--- config.mk ---
export PLATFORM = sky130hd
export DESIGN_NAME = seq_muldiv_unit_flat
export DESIGN_NICKNAME = d
export VERILOG_FILES = /design/src/rtl/seq_muldiv_unit_if.sv /design/src/rtl/seq_muldiv_unit.sv /design/src/flat_wrapper.sv
export SDC_FILE = /design/constraint.sdc
export NUM_CORES = 1
export LEC_CHECK = 0
export CORE_ASPECT_RATIO = 1.4
export CORE_MARGIN = 2
export CORE_UTILIZATION = 45
export CTS_BUF_LIST = sky130_fd_sc_hd__clkbuf_16
export DETAILED_ROUTE_END_ITERATION = 10
export PLACE_DENSITY = 0.77
export SLEW_MARGIN = 0
export SYNTH_ARGS = -nofsm -noshare
export SYNTH_HDL_FRONTEND = slang
export SYNTH_SLANG_ARGS = --single-unit
--- constraint.sdc ---
create_clock -name clk -period 2.5 [get_ports clk]
set_clock_uncertainty 0.15 [all_clocks]
set_input_delay 0.375 -clock clk [delete_from_list [all_inputs] [get_ports clk]]
set_output_delay 0.375 -clock clk [all_outputs]
set_load 0.01 [all_outputs]
--- src/rtl/seq_muldiv_unit_if.sv ---
// Start/busy/done handshake and operand/result bus of the sequential mul/div coprocessor.
interface seq_muldiv_unit_if #(
  parameter int WIDTH = 8
);
  logic                 start;
  logic                 mode;
  logic [WIDTH-1:0]     a;
  logic [WIDTH-1:0]     b;
  logic                 busy;
  logic                 done;
  logic [2*WIDTH-1:0]   result;
  logic                 div_by_zero;

  modport master (
    output start, mode, a, b,
    input  busy, done, result, div_by_zero
  );

  modport slave (
    input  start, mode, a, b,
    output busy, done, result, div_by_zero
  );
endinterface

--- src/rtl/seq_muldiv_unit.sv ---
// Multi-cycle unsigned multiplier (repeated add) / divider (repeated subtract)
// with a start/busy/done handshake; divide result is {remainder, quotient}.
module seq_muldiv_unit #(
  parameter int WIDTH = 8
) (
  input  logic                clk,
  input  logic                reset,
  seq_muldiv_unit_if.slave    bus
);
  localparam int RW = 2*WIDTH;
  localparam logic [WIDTH-1:0] ONE = {{(WIDTH-1){1'b0}}, 1'b1};

  typedef enum logic [1:0] {S_IDLE, S_CHECK, S_RUN, S_DONE} state_t;

  typedef struct packed {
    logic             mode;
    logic [WIDTH-1:0] a;
    logic [WIDTH-1:0] b;
  } req_t;

  state_t           r_state, w_state_nxt;
  req_t             r_req, w_req_nxt;
  logic [RW-1:0]    r_acc, w_acc_nxt;
  logic [WIDTH-1:0] r_quo, w_quo_nxt;
  logic [RW-1:0]    r_result, w_result_nxt;
  logic             r_dbz, w_dbz_nxt;

  logic [RW-1:0]    w_a_ext, w_b_ext, w_sum, w_diff;
  logic             w_ge;

  assign w_a_ext = {{WIDTH{1'b0}}, r_req.a};
  assign w_b_ext = {{WIDTH{1'b0}}, r_req.b};
  assign w_sum   = r_acc + w_a_ext;
  assign w_diff  = r_acc - w_b_ext;
  assign w_ge    = (r_acc >= w_b_ext);

  always_ff @(posedge clk or negedge reset) begin
    if (!reset) begin
      r_state  <= S_IDLE;
      r_req    <= '0;
      r_acc    <= '0;
      r_quo    <= '0;
      r_result <= '0;
      r_dbz    <= 1'b0;
    end else begin
      r_state  <= w_state_nxt;
      r_req    <= w_req_nxt;
      r_acc    <= w_acc_nxt;
      r_quo    <= w_quo_nxt;
      r_result <= w_result_nxt;
      r_dbz    <= w_dbz_nxt;
    end
  end

  always_comb begin
    w_state_nxt  = r_state;
    w_req_nxt    = r_req;
    w_acc_nxt    = r_acc;
    w_quo_nxt    = r_quo;
    w_result_nxt = r_result;
    w_dbz_nxt    = r_dbz;
    unique case (r_state)
      S_IDLE: begin
        if (bus.start) begin
          w_req_nxt   = '{mode: bus.mode, a: bus.a, b: bus.b};
          w_acc_nxt   = bus.mode ? {{WIDTH{1'b0}}, bus.a} : '0;
          w_quo_nxt   = '0;
          w_dbz_nxt   = 1'b0;
          w_state_nxt = S_CHECK;
        end
      end
      S_CHECK: w_state_nxt = S_RUN;
      S_RUN: begin
        // b=0 resolves after one RUN cycle so it retires two edges after start
        if (r_req.b == '0) begin
          w_result_nxt = r_req.mode ? '1 : '0;
          w_dbz_nxt    = r_req.mode;
          w_state_nxt  = S_DONE;
        end else if (!r_req.mode) begin
          w_acc_nxt   = w_sum;
          w_req_nxt.b = r_req.b - ONE;
          if (r_req.b == ONE) begin
            w_result_nxt = w_sum;
            w_state_nxt  = S_DONE;
          end
        end else if (w_ge) begin
          w_acc_nxt = w_diff;
          w_quo_nxt = r_quo + ONE;
        end else begin
          w_result_nxt = {r_acc[WIDTH-1:0], r_quo};
          w_state_nxt  = S_DONE;
        end
      end
      S_DONE:  w_state_nxt = S_IDLE;
      default: w_state_nxt = S_IDLE;
    endcase
  end

  assign bus.busy        = (r_state == S_CHECK) || (r_state == S_RUN);
  assign bus.done        = (r_state == S_DONE);
  assign bus.result      = r_result;
  assign bus.div_by_zero = r_dbz;
endmodule
--- src/flat_wrapper.sv ---
// flat-port wrapper written by rule: the top's interface ports become plain ports
module seq_muldiv_unit_flat 
#(
  parameter int WIDTH = 8
)
  (clk, reset, bus_start, bus_mode, bus_a, bus_b, bus_busy, bus_done, bus_result, bus_div_by_zero);
  seq_muldiv_unit_if #(.WIDTH(WIDTH)) bus_i ();
  input  logic clk;
  input  logic reset;
  input wire logic [$bits(bus_i.start)-1:0] bus_start;
  input wire logic [$bits(bus_i.mode)-1:0] bus_mode;
  input wire logic [$bits(bus_i.a)-1:0] bus_a;
  input wire logic [$bits(bus_i.b)-1:0] bus_b;
  output wire logic [$bits(bus_i.busy)-1:0] bus_busy;
  output wire logic [$bits(bus_i.done)-1:0] bus_done;
  output wire logic [$bits(bus_i.result)-1:0] bus_result;
  output wire logic [$bits(bus_i.div_by_zero)-1:0] bus_div_by_zero;
  assign bus_i.start = bus_start;
  assign bus_i.mode = bus_mode;
  assign bus_i.a = bus_a;
  assign bus_i.b = bus_b;
  assign bus_busy = bus_i.busy;
  assign bus_done = bus_i.done;
  assign bus_result = bus_i.result;
  assign bus_div_by_zero = bus_i.div_by_zero;
  seq_muldiv_unit #(.WIDTH(WIDTH)) u_core (.clk(clk), .reset(reset), .bus(bus_i));
endmodule
== Word level (Yosys, flattened, before mapping) ==
Index checks and enable logic that the tools add are counted.
Storage, ports and cells
  word-level logic and storage cells: 68
  register bits: 60
Operators by class
  $lt $le $gt $ge: 1
  reductions and logical operators: 12
  multiplexer cells: 29
  eq/ne operators: 14
  $add $sub $neg: 4
Operators by type and width (number)
  2-to-1 mux 16 bit: 9
  2-to-1 mux 8 bit: 8
  one-hot mux 16 bit (2 select lines): 1
  one-hot mux 8 bit (2 select lines): 2
  adder 16 x 8 -> 16 bit: 1
  >= comparator 16 x 8 -> 1 bit: 1
  subtractor 16 x 8 -> 16 bit: 1
  2-to-1 mux 2 bit: 5
  AND reduction 3 bit: 3
  adder 8 x 1 -> 8 bit (second input constant): 1
  equality test 8 x 1 -> 1 bit (second input constant): 1
  zero test 8 bit: 1
  one-hot mux 2 bit (4 select lines): 1
  AND reduction 4 bit: 2
  subtractor 8 x 1 -> 8 bit (second input constant): 1
  != test 2 x 1 -> 1 bit (second input constant): 3
  != test 2 bit (second input constant): 3
  != test 3 bit (second input constant): 2
  AND reduction 5 bit: 1
  equality test 2 bit (second input constant): 2
  != test 4 x 1 -> 1 bit (second input constant): 1
  != test 4 bit (second input constant): 1
  nonzero test 3 bit: 1
  equality test 2 x 1 -> 1 bit (second input constant): 1
  other kinds (6): 7

== Logic depth before layout (Yosys ltp) ==
  depth after elaboration: 5
  depth in mapped cells: 12
  gate-level depth less buffers: 11

== Worst setup path before layout ==
OpenSTA, ideal clock, no wires.
  path type: reg-to-reg
  start: register u_core.r_req[0] (netlist name)
  end: register u_core.r_quo[7]
  setup slack: 0.015 ns
  clock period less this slack: 2.485 ns
  library setup time: 0.131 ns
  arrival: 2.204 ns
  stages on the path, launching flop included: 12
  path through: dfrtp_1 ha_1 inv_1 fa_1 nand3_1 a21oi_1 nor4_1 a311o_1 buf_2 nor4_1 xnor2_1 nor2_1
Between the ends
  longest elaborated chain between the ends: 3
Ends and longest elaborated chain
  start: declaration: RTL line seq_muldiv_unit.sv:22  | req_t r_req, w_req_nxt;
  start signal: assignment: RTL line seq_muldiv_unit.sv:47  | r_req <= w_req_nxt;
  >= comparator 16 x 8 -> 1 bit or zero test 8 bit (tied branches): RTL line seq_muldiv_unit.sv:35, seq_muldiv_unit.sv:75
  != test 2 x 1 -> 1 bit (no source line) or != test 2 bit (tied branches)
  AND reduction 5 bit (no source line) (*)
  end signal: assignment: RTL line seq_muldiv_unit.sv:49  | r_quo <= w_quo_nxt;
  end: declaration: RTL line seq_muldiv_unit.sv:24  | logic [WIDTH-1:0] r_quo, w_quo_nxt;
Every way passes the cells marked *; elsewhere a longest branch is shown, timed or not.
A chain may end at the register's enable or synchronous reset.

== Worst setup path after layout ==
  start: register u_core.r_acc[0]
  end: register u_core.r_acc[12]
Between the ends
  longest elaborated chain between the ends: 5
Ends and longest elaborated chain
  start: declaration: RTL line seq_muldiv_unit.sv:23  | logic [RW-1:0] r_acc, w_acc_nxt;
  start signal: assignment: RTL line seq_muldiv_unit.sv:48  | r_acc <= w_acc_nxt;
  subtractor 16 x 8 -> 16 bit: RTL line seq_muldiv_unit.sv:34  | assign w_diff = r_acc - w_b_ext;
  2-to-1 mux 16 bit: RTL line seq_muldiv_unit.sv:86  | end else if (w_ge) begin
  2-to-1 mux 16 bit: RTL line seq_muldiv_unit.sv:79  | end else if (!r_req.mode) begin
  2-to-1 mux 16 bit: RTL line seq_muldiv_unit.sv:75  | if (r_req.b == '0) begin
  one-hot mux 16 bit (2 select lines): RTL line seq_muldiv_unit.sv:62  | unique case (r_state)
Parallel ways exist; a longest one is shown, timed or not. The select of a mux whose other input is x is not followed.

==> summary.md <==
| Metric | Value |
|---|---|
| Status | `finished, violations left` |
| Failing checks | `negative setup slack` |
| Final hold vios | `0` |
| Port-buffer cells | `38` |
| Area leader, netlist | `dfrtp_1` |
| Leakage | `0.00260 uW` |
| I/O pin count | `39` |
| Worst-path fanout max | `3` |
| Worst-path clk slew | `around 0.050 ns` |
| Most frequent cells in the layout | `84 x buf_4, 56 x nand2_1, 56 x dfrtp_1, 42 x o21ai_0, 37 x clkdlybuf4s50_1` |
| Final Util | `slightly below 70%` |
| Gate Count Post-Synth | `roughly 490` |
| Post-place setup slack | `-0.221 ns` |
| Distinct cells, synth | `67` |
| Setup ws final | `-0.123 ns` |
| Mapped Area | `4190 sq um` |
| Syn. warnings | `0` |
| Switching pwr | `4610 uW` |
| Vias/cell | `between 6 and 7` |
| Yosys top cell area share | `between 30% and 40%` |
| Area growth syn-to-layout | `46.2%` |
| Initial core utilization | `46.4%` |
| Largest net degree at the start of global routing | `between 60 and 70` |
| CTS Sinks | `60` |
| CTS tree | `done` |
| Layout cell share with drive strength beyond 1 | `32.8%` |
| Crit path kind | `reg -> reg` |
| FMAX | `~0.38 GHz` |
| Combinational power share | `70.5%` |
| Synth area leaders | `dfrtp_1 36%, ha_1 6.9%, o21ai_0 6.0%` |
| Worst setup SP type | `flip-flop` |
| Post-synthesis register bit count | `60` |
| H-tree Lvls | `3` |
| Sequential cell area | `1510 sq um` |
| Die Area | `approximately 10000 sq um` |
| Clock latency at the later pin of the worst-skew pair | `0.33 ns` |
| Die H | `118 um` |
| Ant. Diodes | `0` |
| Final net count | `655` |
| Post-synth ARST share | `100%` |
| DPL Wire Length | `9280 um` |
| Die X | `85.6 um` |
| Mapped Nets | `537` |
| FF-to-FF setup slack | `-0.12 ns` |
| Total CTS buffers | `9` |
| Most used DFF post-synth | `dfrtp_1` |
| Reg power frac | `17.8%` |
| Filler Cell Count | `between 600 and 700` |
| Gpl congestion | `around 0.90` |
| Fin crit period | `2.62 ns` |
| GRT Total Usage | `27.3%` |
| Commonest non-fill, non-tap cell in the layout | `buf_4` |
| Sw frac | `between 40 and 50%` |
| Worst ir drop on vdd | `roughly 900 uV` |
| Total grt overflow | `0` |
| Core Footprint | `9030 sq um` |
| CP Data Required Time | `2.57 ns` |
| Type of the worst min-delay path | `reg -> reg` |
| Total Routed Length | `14000 um` |
| Cell Pwr Density | `1680 nW/um^2` |
| Worst setup EP type | `flip-flop` |
| Via count | `4438` |
| Initial DRC count | `472` |
| Site row count | `41` |
| Crit path DAT | `about 2.7 ns` |
| Final ANT Viol Nets | `0` |
| First-pass GRT wire length | `21900 um` |
| Seq/Total Area, Yosys | `35.8%` |
| EDFF count, synth | `0` |
| Total of max-cap violations | `0` |
| Post-route DRC violation count | `0` |
| Initial antenna violation count | `0` |
| Routed length per instance | `19.3 um` |
| 1st-pass router iterations | `5` |
| Internal | `5710 uW` |
| Avg Cell Area, Syn | `8.52 sq um` |
| Clock Path Buffers | `2` |
| CTS Root Cell | `clkbuf_16` |
| Clock power share | `11.7%` |
| Fin crit share | `105%` |
| Least-Margin Pin Slew | `about 0.68 ns` |
| Vias in the first global route | `4473` |
| Slew margin rel. | `54.2%` |
| Max Slew Vio Count | `0` |
| RSZ-0062 raised after global routing | `true` |
| # setup viols final | `16` |
| Multi-input gate area | `2960 sq um` |
## worst max-delay path: stages (launching register included)
cell and delay [ns]:
dfrtp_1 0.38, ha_2 0.22, inv_1 0.06, fa_2 0.36, nor2b_2 0.14, o31a_1 0.19, buf_4 0.16, o21bai_4 0.08
a21oi_2 0.17, xnor2_1 0.13, a22o_1 0.24, a31o_2 0.23
## layer usage
| metal | track usage, % | share of wire [%] | vias to the layer above | wire length (um) |
|---|---|---|---|---|
| met3 | 4.61 | 5.8 | 74 | 812 |
| met2 | 45.5 | 50 | 229 | 6920 |
| met1 | 32.1 | 38 | 2116 | 5370 |
| met4 | 17.1 | 6.1 | 0 | 858 |
| met5 | 0 | 0 | - | 0 |
| li1 | - | - | 2019 | - |
## stage by stage
stage	TNS, ns	cell area (sq um)	total power [uW]	cells	hold slack (ns)
after floorplan	0	4190	5130	492	-0.0706
after global placement	-1.40	5150	7200	684	0.259
after detailed placement	-3.42	5150	7360	684	0.265
after CTS	-0.0126	5750	9160	717	0.323
after global routing	-1.98	6130	11000	722	0.341
final	-0.702	6130	10300	722	0.319
## flip-flops by register name (all words and copies together), names as in the netlist
| register | cells |
|---|---|
| u_core.r_req | 17 |
| u_core.r_acc | 16 |
| u_core.r_state | 2 |
| u_core.bus.div_by_zero | 1 |
| u_core.r_quo | 8 |
| u_core.bus.result | 16 |
## power by group through the flow
| stage | Combinational (uW) | Clock, uW | Sequential [uW] |
|---|---|---|---|
| 2_1_floorplan | 3380 | 0 | 1750 |
| 3_3_place_gp | 5460 | 0 | 1740 |
| 3_5_place_dp | 5590 | 0 | 1770 |
| 4_1_cts | 6170 | 1220 | 1780 |
| 5_1_grt | 7820 | 1260 | 1880 |
| 6_report | 7280 | 1210 | 1830 |
## timing repair
| item | CTS | global route |
|---|---|---|
| hold buffers | 1 | 0 |
| setup buffers | 16 | 5 |
| hold endpoints to repair | 60 | 0 |
| resized for setup | 37 | 70 |
| setup endpoints to repair | 35 | 38 |
| gates cloned | 0 | 1 |
| pin swaps | 13 | 29 |
## cell usage after synthesis, drive strengths merged (10+ instances only)
| cell type | number |
|---|---|
| buf | 10 |
| nand2 | 57 |
| inv | 25 |
| nand3 | 19 |
| xnor2 | 16 |
| ha | 23 |
| o21ai | 51 |
| mux2 | 11 |
| dfrtp | 60 |
| nor2 | 40 |
| clkbuf | 17 |
| a21oi | 28 |
## cell type report
type                    count  area share (%)
well taps                 107            2.18
clock inverters             7           0.960
inverters                  25            1.53
flip-flops and latches     60            24.6
multi-input cells         381            48.4
repair buffers            133            18.7
clock buffers               9            3.67
## final timing paths
path | end | from | cells after the start
worst min-delay path | u_core.bus.result[6] | u_core.bus.result[6] | 2
max in group asynchronous | u_core.r_acc[6] | reset | 3
min in group asynchronous | u_core.r_acc[8] | reset | 3
worst max register to register | u_core.r_acc[12] | u_core.r_acc[0] | 11
worst max-delay path | u_core.r_acc[12] | u_core.r_acc[0] | 11
worst min register to register | u_core.bus.result[6] | u_core.bus.result[6] | 2
## cell families after synthesis
kind of cell	share of synthesized area [%]
AOI/OAI and AO/OA	23.2
xor gates and xnor gates	4.18
adders and majority gates	7.82
buffers and inverters	5.46
DFF	35.8
muxes	3.91
and+or+nand+nor	19.6
Power figures use the tool's default switching activity.
==> RTL edit 1 (same settings) <==
`WIDTH` is set to 8 in 3 places; all go to 12.
--- a/src/rtl/seq_muldiv_unit_if.sv
+++ b/src/rtl/seq_muldiv_unit_if.sv
@@ -1,6 +1,6 @@
 // Start/busy/done handshake and operand/result bus of the sequential mul/div coprocessor.
 interface seq_muldiv_unit_if #(
-  parameter int WIDTH = 8
+  parameter int WIDTH = 12
 );
   logic                 start;
   logic                 mode;
--- a/src/rtl/seq_muldiv_unit.sv
+++ b/src/rtl/seq_muldiv_unit.sv
@@ -1,7 +1,7 @@
 // Multi-cycle unsigned multiplier (repeated add) / divider (repeated subtract)
 // with a start/busy/done handshake; divide result is {remainder, quotient}.
 module seq_muldiv_unit #(
-  parameter int WIDTH = 8
+  parameter int WIDTH = 12
 ) (
   input  logic                clk,
   input  logic                reset,
--- a/src/flat_wrapper.sv
+++ b/src/flat_wrapper.sv
@@ -1,7 +1,7 @@
 // flat-port wrapper written by rule: the top's interface ports become plain ports
 module seq_muldiv_unit_flat 
 #(
-  parameter int WIDTH = 8
+  parameter int WIDTH = 12
 )
   (clk, reset, bus_start, bus_mode, bus_a, bus_b, bus_busy, bus_done, bus_result, bus_div_by_zero);
   seq_muldiv_unit_if #(.WIDTH(WIDTH)) bus_i ();
Interface: changed (resized bus_a, bus_b and bus_result); port bits go from 39 to 55. No check against the original RTL was run, so the function may have changed too.
==> RTL edit 1 against the unedited design <==
  * The run still ends with negative setup slack left
  * Sequential share of layout area decreased by 1.4 points
  * Sequential cell count increased by 28
  * Hold slack improved by 29 ps
  * First-iteration DRC count increased by 100%
  * Wire length increased by 87%
  * Synthesized area increased by 50%
  * Die area increased by 48%
  * Worst setup slack got worse by 240 ps
  * Core utilization increased by 1.2 points
  * Global-route usage increased by 4.6 points
  * Cell area increased by 55%
  * Critical path depth unchanged
  * Largest cell class unchanged
Power is not shown: default switching activity piles up to over one toggle a cycle in this logic, so the estimate is an artifact.
==> RTL edit 1: results (changes against the unedited design) <==
vias per cell -> 6.51 (+6.0%)
# Post-CTS Setup Buffers -> 18 (+2)
multiplexer share of the synthesized area -> 4.16% (+0.25 points)
Crit-path slowest cell -> a311oi_1
failing checks -> negative setup slack
dpl ws -> -342 ps (-122 ps)
clock slew at reported path FFs -> 70 ps (+20 ps)
max reg flops -> 25 (+8)
sequential element share of the synthesized area -> 35.0% (-0.82 points)
Total GRT Usage -> 31.9% (+4.6 points)
DR WL/cell -> 23.3 microns (+21%)
Critical path origin -> u_core.r_acc[9]$_DFFE_PN0P_
met1 usage -> 33.5% (+1.4 points)
vias in the first global route -> 7063 (+58%)
Final setup violation count -> 62 (+46)
DR iter-0 viols -> 960 (+100%)
Worst Hold Path Cells -> 1 (-1)
share of layout cells above drive strength 1 -> 36.2% (+3.3 points)
CTS resizes -> 120 (+220%)
hold path start -> u_core.bus.result[4]$_DFFE_PN0P_
nets@finish -> 990 (+51%)
DP Wirelength -> 16300 microns (+75%)
multi-input gate count -> 578 (+52%)
max incr delay on CP -> 460 ps (+80 ps)
gpl congestion -> 1.00 (+11%)
number of non-clock inverters in the layout -> 28 (+12%)
IO Port Bufs -> 54 (+42%)
worst slew pin tran -> 1290 ps (+604 ps)
outcome -> finished with violations
Seq area share -> 23.1% (-1.4 points)
Post-Synth Adder-Cell Area -> 6.60% (-1.2 points)
placed cells -> 1076 (+57%)
clk tree area frac -> 4.26% (-0.37 points)
non-clock buffer count -> 225 (+69%)
setup ws final -> -363 ps (-240 ps)
WP data arrival -> 2940 ps (+250 ps)
initial antenna violation count -> 1 (+1)
area occupied by multi-input gates -> 0.00452 sq mm (+52%)
non-clk buf share -> 21.6% (+2.9 points)
vias -> 7289 (+64%)
largest net degree at the start of global routing -> 49 (-20%)
dominant cells by area after synthesis -> dfrtp_1, ha_1, o21ai_0
Initial DRT Pass Iterations -> 6 (+1)
fill cell count -> 916 (+38%)
setup TNS -> -16430 ps (-15730 ps)
met3 Usage GRT -> 5.94% (+1.3 points)
Netlist cell types -> 70 (+4.5%)
Synth Area in Compound Gates -> 27.3% (+4.1 points)
Synth Register Bits -> 88 (+47%)
worst skew pair latency -> 350 ps (+20 ps)
first-pass GRT wire length -> 37300 microns (+70%)
CTS Buffer Depth -> 2 (unchanged)
XOR/XNOR Fraction of Synth Area -> 3.90% (-0.28 points)
syn avg cell area -> 8.55 sq um (+0.35%)
commonest cells in the netlist -> dfrtp_1, nand2_1, o21ai_0
Post-Syn Nets -> 796 (+48%)
met2 Use GR -> 55.2% (+9.8 points)
crit-path max FO -> 5 (+2)
hold_buf cts -> 1 (unchanged)
hold_ws -> 348 ps (+29.1 ps)
## RTL edit 1: cell count changes in the layout (fill, tap and decap cells not counted), sizes merged, moves of 8 or more
cell,before,now
buf,95,170
a21oi,28,58
dfrtp,60,88
nand2,57,76
nor2,40,59
clkdlybuf4s50,37,53
nor3,9,25
o21ai,51,65
o21a,6,18
o211ai,7,17
and3,1,10
o31ai,2,10
## RTL edit 1: stage by stage
step | utilization, % | cell area [sq um]
after CTS | 66.3 | 9150
after global placement | 58.3 | 8040
after floorplan | - | 6390
after detailed placement | 58.3 | 8040
final | 69.0 | 9520
after global routing | 69.0 | 9520
## RTL edit 1: per-layer routing
layer  part of all wire [%]  routed length [microns]
met3                    8.4                     2200
met2                     48                    12600
met5                  0.061                       16
met4                     10                     2610
met1                     33                     8670
==> RTL edit 2 (config.mk and constraints unchanged) <==
Without the edit above. Take the reset off `r_result` and load it in a clocked block of its own.
--- a/src/rtl/seq_muldiv_unit.sv
+++ b/src/rtl/seq_muldiv_unit.sv
@@ -40,16 +40,18 @@
       r_req    <= '0;
       r_acc    <= '0;
       r_quo    <= '0;
-      r_result <= '0;
       r_dbz    <= 1'b0;
     end else begin
       r_state  <= w_state_nxt;
       r_req    <= w_req_nxt;
       r_acc    <= w_acc_nxt;
       r_quo    <= w_quo_nxt;
-      r_result <= w_result_nxt;
       r_dbz    <= w_dbz_nxt;
     end
+  end
+
+  always_ff @(posedge clk) begin
+    r_result <= w_result_nxt;
   end
 
   always_comb begin
Function: differs if reset is asserted again (counterexample within 4 cycles, from zero or initial values and one cycle with reset low); with reset held inactive, the same outputs for 4 cycles.
==> RTL edit 2 against the unedited design <==
  * The run still ends with negative setup slack left
  * Total power increased by 0.12%
  * Synthesized cell count decreased by 7.1%
  * Synthesized area decreased by 0.72%
  * Cell area decreased by 0.12%
  * Sequential cell count unchanged
  * Sequential power decreased by 5%
  * Wire length increased by 3.3%
  * Worst setup slack improved by 2.3 ps
  * Die area decreased by 0.69%
  * Critical path depth decreased by 2
  * First-iteration DRC count decreased by 7.6%
  * Largest cell class unchanged
==> RTL edit 2: results (changes against the unedited design) <==
Final setup violation count -> 10 (-6)
async set or reset register ratio after synthesis -> 73.3% (-27 points)
share of layout cells above drive strength 1 -> 32.4% (-0.46 points)
met2 Use GR -> 45.8% (+0.34 points)
commonest cells in the netlist -> o21ai_0, dfrtp_1, nand2_1
Max rail drop VDD -> 1020 uV (+12%)
placed cells -> 675 (-1.3%)
Crit path max-delay family -> simple AND/OR/NAND/NOR gates
setup ws final -> -121 ps (+2.30 ps)
max incr delay on CP -> 550 ps (+170 ps)
placed cell areas -> 0.00535 sq mm (+4.0%)
root buffer cell -> clkbuf_16
Post-Syn Nets -> 502 (-6.5%)
met1 usage -> 33.8% (+1.7 points)
dominant cells by area after synthesis -> dfrtp_1, edfxtp_1, ha_1
Post-synth EDFFs -> 16 (+16)
WP data arrival -> 2690 ps (about the same)
syn avg cell area -> 9.11 sq um (+6.9%)
DP Wirelength -> 10100 microns (+8.5%)
DR iter-0 viols -> 436 (-7.6%)
Total GRT Usage -> 27.8% (+0.49 points)
vias -> 4369 (-1.6%)
DR WL/cell -> 20.4 microns (+5.6%)
worst r2r src -> u_core.r_req[7]$_DFFE_PN0P_
first-pass GRT wire length -> 21800 microns (-0.47%)
slew margin rel. -> 64.1% (+9.8 points)
largest net degree at the start of global routing -> 30 (-51%)
nets@finish -> 639 (-2.4%)
vias in the first global route -> 4318 (-3.5%)
failing checks -> negative setup slack
Top reg by flops -> u_core.r_req
sequential element share of the synthesized area -> 38.0% (+2.2 points)
Netlist cell types -> 67 (unchanged)
leak pwr -> 2.55 nW (-2.2%)
hold path start -> u_core.r_req[13]$_DFFE_PN0P_
outcome -> finished with violations
switching power total -> 0.00460 W (-0.30%)
crit-path max FO -> 3 (unchanged)
met3 Usage GRT -> 5.19% (+0.58 points)
vias per cell -> 6.19 (+0.68%)
setup TNS -> -544 ps (+158 ps)
fill cell count -> 691 (+3.8%)
Crit-path slowest cell -> or4bb_1
==> RTL edit 2: layout make-up <==
class,instances,area (sq um),share of cell area [%]
clock inverter,7,60.1,0.981
inverter,21,78.8,1.29
tap,107,134,2.19
clock buffer,9,225,3.68
sequential,60,1580,25.9
timing repair buffer,148,1260,20.6
multi-input combinational,354,2780,45.3
==> RTL edit 2: timing repair <==
item	4_1_cts	5_1_grt
setup endpoints to repair	42	47
setup buffers	4	12
endpoints found under the hold margin	19	0
hold buffers	1	0
resized for setup	29	44
pin swaps	16	31
==> RTL edit 2: kinds of logic (layout without fill, tap and decap cells) <==
| group | count (synthesis) | in the layout | synth area share [%] |
|---|---|---|---|
| flops | 60 | 60 | 38.0 |
| buf+inv | 43 | 185 | 4.39 |
| simple gates | 137 | 137 | 16.7 |
| xor+xnor | 21 | 21 | 4.42 |
| fa+ha+maj | 25 | 25 | 7.88 |
| mux | 15 | 15 | 3.91 |
| compound gates | 156 | 156 | 24.7 |
==> RTL edit 2: per-layer routing <==
layer / part of all wire [%] / wire length (microns) / up-vias
met1: 40 / 5720 / 2132
met4: 4.7 / 683 / 0
li1: - / - / 2005
met2: 51 / 7350 / 177
met5: 0 / 0 / -
met3: 4.6 / 660 / 55
==> RTL edit 2: worst paths after layout <==
check / end / cells after the start / slack (ps)
max in group asynchronous: u_core.r_acc[1]$_DFFE_PN0P_ / 3 / 1260
max: u_core.r_acc[13]$_DFFE_PN0P_ / 9 / -120
max reg2reg: u_core.r_acc[13]$_DFFE_PN0P_ / 9 / -120
min: u_core.r_req[13]$_DFFE_PN0P_ / 1 / 380
min in group asynchronous: u_core.r_acc[10]$_DFFE_PN0P_ / 2 / 400
min reg2reg: u_core.r_req[13]$_DFFE_PN0P_ / 1 / 380
==> RTL edit 2: power groups by stage <==
stage,logic (W),clock network [W],registers [W]
after floorplan,0.00346,0,0.00173
after global placement,0.00586,0,0.00168
after detailed placement,0.00602,0,0.00170
after CTS,0.00642,0.00121,0.00168
after global routing,0.00789,0.00126,0.00177
final,0.00737,0.00122,0.00174
==> RTL edit 2: metrics by stage <==
stage          util, %  worst slack (ps)  hold slack, ps
5_1_grt           67.8              -171             402
3_5_place_dp      59.3              -174             230
3_3_place_gp      59.3              -133             224
4_1_cts           64.1             -62.9             375
6_report          67.8              -121             382
2_1_floorplan        -              12.0           -70.6
